File: config.mk
export PLATFORM = sky130hd
export DESIGN_NAME = water_flow_monitor
export DESIGN_NICKNAME = d
export VERILOG_FILES = /design/src/rtl/washer_pkg.sv /design/src/rtl/flow_window_timer.sv /design/src/rtl/water_flow_monitor.sv
export SDC_FILE = /design/constraint.sdc
export NUM_CORES = 1
export LEC_CHECK = 0
export ABC_AREA = 0
export CAP_MARGIN = 5
export CORE_ASPECT_RATIO = 1.75
export CORE_MARGIN = 5
export CORE_UTILIZATION = 40
export DETAILED_ROUTE_END_ITERATION = 8
export PLACE_DENSITY = 0.57
export SETUP_SLACK_MARGIN = 0.02
export SYNTH_ARGS = -nofsm -noshare
export SYNTH_HDL_FRONTEND = slang
export SYNTH_SLANG_ARGS = --single-unit
File: constraint.sdc
create_clock -name clk -period 4.41 [get_ports clk]
set_input_delay 0.6615 -clock clk [delete_from_list [all_inputs] [get_ports clk]]
set_output_delay 0.6615 -clock clk [all_outputs]
set_load 0.05 [all_outputs]
File: src/rtl/washer_pkg.sv
// Shared washer definitions: flow-mode encodings, level width and monitor state encoding.
package washer_pkg;

  localparam logic FLOW_FILL  = 1'b1;
  localparam logic FLOW_DRAIN = 1'b0;

  localparam int unsigned LEVEL_W = 10;

  typedef enum logic [1:0] {
    MON_IDLE,
    MON_WINDOW,
    MON_ERROR
  } mon_state_e;

endpackage

File: src/rtl/flow_window_timer.sv
// Window-length counter: wraps at CHECK_CYCLES-1 and flags the terminal count.
module flow_window_timer #(
  parameter int unsigned CHECK_CYCLES = 1000
) (
  input  logic i_clk,
  input  logic i_reset,
  input  logic i_clear,
  input  logic i_enable,
  output logic o_terminal
);

  localparam int unsigned CNT_W = $clog2(CHECK_CYCLES);
  localparam logic [CNT_W-1:0] LAST = CNT_W'(CHECK_CYCLES - 1);

  logic [CNT_W-1:0] r_count;
  logic             w_last;

  assign w_last     = (r_count == LAST);
  assign o_terminal = w_last;

  always_ff @(posedge i_clk) begin
    if (i_reset || i_clear) begin
      r_count <= '0;
    end else if (i_enable) begin
      r_count <= w_last ? '0 : r_count + 1'b1;
    end
  end

endmodule

File: src/rtl/water_flow_monitor.sv
// Water-flow supervisor: checks level progress per window in the commanded direction and
// raises a sticky error after MAX_STRIKES consecutive failed windows.
module water_flow_monitor
  import washer_pkg::*;
#(
  parameter int unsigned LEVEL_W      = washer_pkg::LEVEL_W,
  parameter int unsigned CHECK_CYCLES = 1000,
  parameter int unsigned MIN_DELTA    = 5,
  parameter int unsigned MAX_STRIKES  = 2,
  parameter int unsigned STRIKE_W     = $clog2(MAX_STRIKES + 1)
) (
  input  logic                clk,
  input  logic                reset,
  input  logic                water_flow_reset,
  input  logic                water_flow_mode,
  input  logic [LEVEL_W-1:0]  water_level_sensor,
  output logic                water_flow_error,
  output logic [STRIKE_W-1:0] strike_count,
  output logic                window_done,
  output logic                monitor_active
);

  mon_state_e          r_state, w_state_d;
  logic [LEVEL_W-1:0]  r_baseline, w_baseline_d;
  logic                r_mode, w_mode_d;
  logic                r_error, w_error_d;
  logic [STRIKE_W-1:0] r_strike, w_strike_d;
  logic                r_done, w_done_d;
  logic                r_active, w_active_d;

  logic                w_clear, w_enable, w_terminal, w_mode_change;
  logic [LEVEL_W-1:0]  w_fill_prog, w_drain_prog, w_progress;
  logic                w_pass;
  logic [STRIKE_W:0]   w_strike_inc;

  assign w_mode_change = (r_state == MON_WINDOW) && (water_flow_mode != r_mode);
  assign w_clear  = water_flow_reset || (r_state == MON_IDLE) || w_mode_change;
  assign w_enable = (r_state == MON_WINDOW);

  flow_window_timer #(
    .CHECK_CYCLES(CHECK_CYCLES)
  ) u_timer (
    .i_clk     (clk),
    .i_reset   (reset),
    .i_clear   (w_clear),
    .i_enable  (w_enable),
    .o_terminal(w_terminal)
  );

  // Progress saturates at zero when the level moved the wrong way.
  assign w_fill_prog  = (water_level_sensor > r_baseline) ? water_level_sensor - r_baseline : '0;
  assign w_drain_prog = (r_baseline > water_level_sensor) ? r_baseline - water_level_sensor : '0;
  assign w_progress   = (r_mode == FLOW_FILL) ? w_fill_prog : w_drain_prog;

  assign w_pass = (w_progress >= LEVEL_W'(MIN_DELTA))
               || ((r_mode == FLOW_DRAIN) && (water_level_sensor == '0))
               || ((r_mode == FLOW_FILL) && (&water_level_sensor));

  assign w_strike_inc = {1'b0, r_strike} + 1'b1;

  always_comb begin
    w_state_d    = r_state;
    w_baseline_d = r_baseline;
    w_mode_d     = r_mode;
    w_error_d    = r_error;
    w_strike_d   = r_strike;
    w_done_d     = 1'b0;

    if (water_flow_reset) begin
      w_state_d  = MON_IDLE;
      w_error_d  = 1'b0;
      w_strike_d = '0;
    end else begin
      unique case (r_state)
        MON_IDLE: begin
          w_baseline_d = water_level_sensor;
          w_mode_d     = water_flow_mode;
          w_state_d    = MON_WINDOW;
        end
        MON_WINDOW: begin
          if (w_mode_change) begin
            w_baseline_d = water_level_sensor;
            w_mode_d     = water_flow_mode;
            w_strike_d   = '0;
          end else if (w_terminal) begin
            w_done_d     = 1'b1;
            w_baseline_d = water_level_sensor;
            if (w_pass) begin
              w_strike_d = '0;
            end else begin
              w_strike_d = w_strike_inc[STRIKE_W-1:0];
              if (w_strike_inc == (STRIKE_W + 1)'(MAX_STRIKES)) begin
                w_state_d = MON_ERROR;
                w_error_d = 1'b1;
              end
            end
          end
        end
        MON_ERROR: begin
        end
        default: w_state_d = MON_IDLE;
      endcase
    end

    w_active_d = (w_state_d == MON_WINDOW);
  end

  always_ff @(posedge clk) begin
    if (reset) begin
      r_state    <= MON_IDLE;
      r_baseline <= '0;
      r_mode     <= 1'b0;
      r_error    <= 1'b0;
      r_strike   <= '0;
      r_done     <= 1'b0;
      r_active   <= 1'b0;
    end else begin
      r_state    <= w_state_d;
      r_baseline <= w_baseline_d;
      r_mode     <= w_mode_d;
      r_error    <= w_error_d;
      r_strike   <= w_strike_d;
      r_done     <= w_done_d;
      r_active   <= w_active_d;
    end
  end

  assign water_flow_error = r_error;
  assign strike_count     = r_strike;
  assign window_done      = r_done;
  assign monitor_active   = r_active;

endmodule

==> results.py <==
metrics = {
    "clock_tree": {
        "tritoncts": "done",
        "htreeDepth": 1,
        "post-cts-setup-buffers": 0,
        "ctsHoldBuffers": 0,
        "ctsResizeCount": 0,
        "cts.clk_slew.worst_paths_ps": 90,
        "clock_latency_ps": 270,
        "cts_buffers": 3,
        "cts.path.max_buffers": 2,
        "clockRootBuffer": "clkbuf_8",
        "cts.sinks": 28,
    },
    "setup_path": {
        "crit_type": "input port to register",
        "r2r_cells": 11,
        "timing.rr.start": "r_baseline[0]",
        "cp.arrival_ps": 3650,
        "crit_required_ps": 4570,
        "cp-end-kind": "register",
        "cp_max_fo": 17,
        "regToRegSetupSlack_ps": 1540,
        "r2r-end": "monitor_active",
        "cp-start-kind": "input port",
    },
    "power_and_ir_drop": {
        "p_per_area_mw_per_mm2": 254,
        "seq_power_share_pct": 39.0,
        "vdd_drop_max_mv": 0.220,
        "clkPwrFrac_pct": 28.9,
        "power.static_leakage_nw": 1.03,
        "p_switching_mw": 0.217,
        "intPower_mw": 0.465,
        "comb_power_share_pct": 32.0,
        "finalPower_mw": 0.682,
        "swShare_pct": 31.8,
    },
    "synth": {
        "synthCells": 320,
        "synth_nets": 358,
        "synth_edf_count": 0,
        "syn_avg_cell_area_um2": 7.60,
        "synth.cell_area_mm2": 0.00243,
        "yosysTopAreaCellShare_pct": 23.0,
        "synth-seq-cells": 28,
        "seq_area_frac_synth_pct": 23.0,
        "synthFlopType": "dfxtp_1",
        "synthDistinctLibCells": 57,
        "yosys-top-cells-count": "nor2_1, a21oi_1, dfxtp_1, inv_1, nand2_1",
        "synthTopCellsByArea": "dfxtp_1, ha_1, nor2_1",
        "async_flop_share_pct": 0,
        "yosysWarnings": 0,
        "post-synth-top-count-cell": "nor2_1",
        "synth_top_area_cell": "dfxtp_1",
    },
    "timing": {
        "rsz0062_at_grt": "false",
        "fmax_mhz": 287,
        "max_slew_margin_pct": 48.7,
        "final-setup-viol-count": 0,
        "holdWs_ps": 490,
        "period_needed_ps": 3490,
        "fin_ws_ps": 920,
        "tightest_slew_ps": 768,
        "tns_ps": 0,
        "fin_crit_sh_pct": 79.1,
        "hold_viol": 0,
        "skew_ps": 3.62,
        "report.final.slew_viol_count": 0,
    },
    "placement": {
        "gp_congestion": 0.864,
        "post-dp-hpwl_um": 4980,
        "place_worst_setup_slack_ps": 683,
        "numPortBuffers": 18,
    },
    "min_path": {
        "min_path_cells": 2,
        "min_path_type": "register to register",
        "hold_end": "water_flow_error",
        "hp-start": "water_flow_error",
    },
    "floorplan": {
        "die_w_um": 69.0,
        "coreArea_mm2": 0.00593,
        "rows": 37,
        "die-height_um": 113,
        "dieArea_mm2": 0.00781,
        "ios": 19,
        "start_util_pct": 41.1,
    },
    "drt": {
        "drtPass1Iterations": 7,
        "routed_wl_um": 6180,
        "ant_nets": 0,
        "drtIter0Drc": 99,
        "drc_errors": 0,
        "vias": 2254,
        "vias_per_cell": 5.54,
        "routedWlPerCell_um": 15.2,
    },
    "global_routing": {
        "grt_pass1_wl_um": 10500,
        "grt_max_degree": 21,
        "use_met2_pct": 31.9,
        "antenna_found_initial": 0,
        "grt_util_met1_pct": 19.4,
        "met3_usage_pct": 1.29,
        "first_global_vias": 2277,
        "grt_overflow_total": 0,
        "grt_use_total_pct": 17.1,
        "top_usage_layer": "met2",
    },
    "layout": {
        "drive_gt1_share_pct": 4.86,
        "fillers": 652,
        "antenna_cells": 0,
        "final_core_util_pct": 45.4,
        "syn_to_final_growth_pct": 10.5,
        "layout.nets": 368,
    },
    "job": {
        "drv_cap": 0,
    },
    "outcome": {
        "outcome": "completed",
    },
}
[critical path: stages]
cell and delay [ps]:
clkdlybuf4s50_1 540, inv_1 80, ha_1 660, nand3_1 260
o211ai_2 310, a21oi_2 90, a2111o_1 420, nor4_4 280
nor2_2 100, o31a_1 250
[worst max path at each step]
stage                           endpoint  slack [ps]                   from  cells past startpoint
after detailed placement  monitor_active         680  water_level_sensor[4]                     10
after global placement        r_state[0]         680  water_level_sensor[4]                     10
after floorplan           monitor_active        1570  water_level_sensor[0]                     10
final                     monitor_active         920  water_level_sensor[4]                     10
after global routing      monitor_active         760  water_level_sensor[4]                     10
after CTS                     r_state[0]         960  water_level_sensor[4]                     10
[sequential cells by signal, summed over array words and instances (netlist names)]
register          cells
strike_count          2
water_flow_error      1
r_baseline           10
r_mode                1
monitor_active        1
window_done           1
u_timer.r_count      10
r_state               2
[logic make-up after synthesis]
kind of cell / count (synthesis) / synth area share, %
AND/OR/NAND/NOR: 125 / 26.2
AO/OA/AOI/OAI: 83 / 22.8
buffers and inverters: 42 / 8.48
flip-flops: 28 / 23.0
adder cells (fa/ha/maj): 24 / 13.0
XOR/XNOR: 17 / 6.12
multiplexers: 1 / 0.411
[power by group through the flow]
stage / clock network [mW] / logic (mW) / registers [mW]
floorplan: 0 / 0.166 / 0.272
global placement: 0 / 0.215 / 0.272
detailed placement: 0 / 0.216 / 0.272
CTS: 0.205 / 0.217 / 0.266
global route: 0.215 / 0.242 / 0.268
finish: 0.197 / 0.218 / 0.266
[layout make-up]
cell class	count	area, um2	area share, %
clock buffers	3	41.3	1.54
clock inverters	1	30.0	1.12
inverters	28	105	3.91
multi-input cells	250	1670	62.0
flip-flops and latches	28	561	20.8
well taps	78	97.6	3.63
repair buffers	19	188	6.98
[cells in the final DEF, fill, tap and decap left out, types with 2 or more instances in the layout]
cell             count
and3_1               2
o32ai_1              2
nor2b_1              4
o21a_1               2
clkdlybuf4s50_1     18
o31ai_1              4
o211ai_1             3
o31a_1               2
clkbuf_8             3
and4_1               4
o21ai_0             16
inv_1               28
xor2_1              10
o21ai_1              5
dfxtp_1             28
a211oi_1             3
nor3_1               9
nand2b_1             5
or3_1                2
nand3b_1             2
ha_1                22
a21oi_1             28
nor2_2               2
nand4_1              7
nor2_1              42
fa_1                 2
and2_1               2
nand2_1             24
nor4_1               3
xnor2_1              7
a31oi_1              3
nand3_1             10
a21o_1               3
[layer usage]
metal,vias up,wire length (um)
li1,1138,-
met1,1061,2390
met2,47,3460
met3,8,187
met4,0,148
met5,-,0
[per-stage QoR]
| step | std cells | area [um2] |
|---|---|---|
| 3_3_place_gp | 403 | 2620 |
| 5_1_grt | 407 | 2690 |
| 4_1_cts | 407 | 2690 |
| 3_5_place_dp | 403 | 2620 |
| 6_report | 407 | 2690 |
| 2_1_floorplan | 320 | 2430 |
No activity file was read; power rests on OpenSTA's default activity.
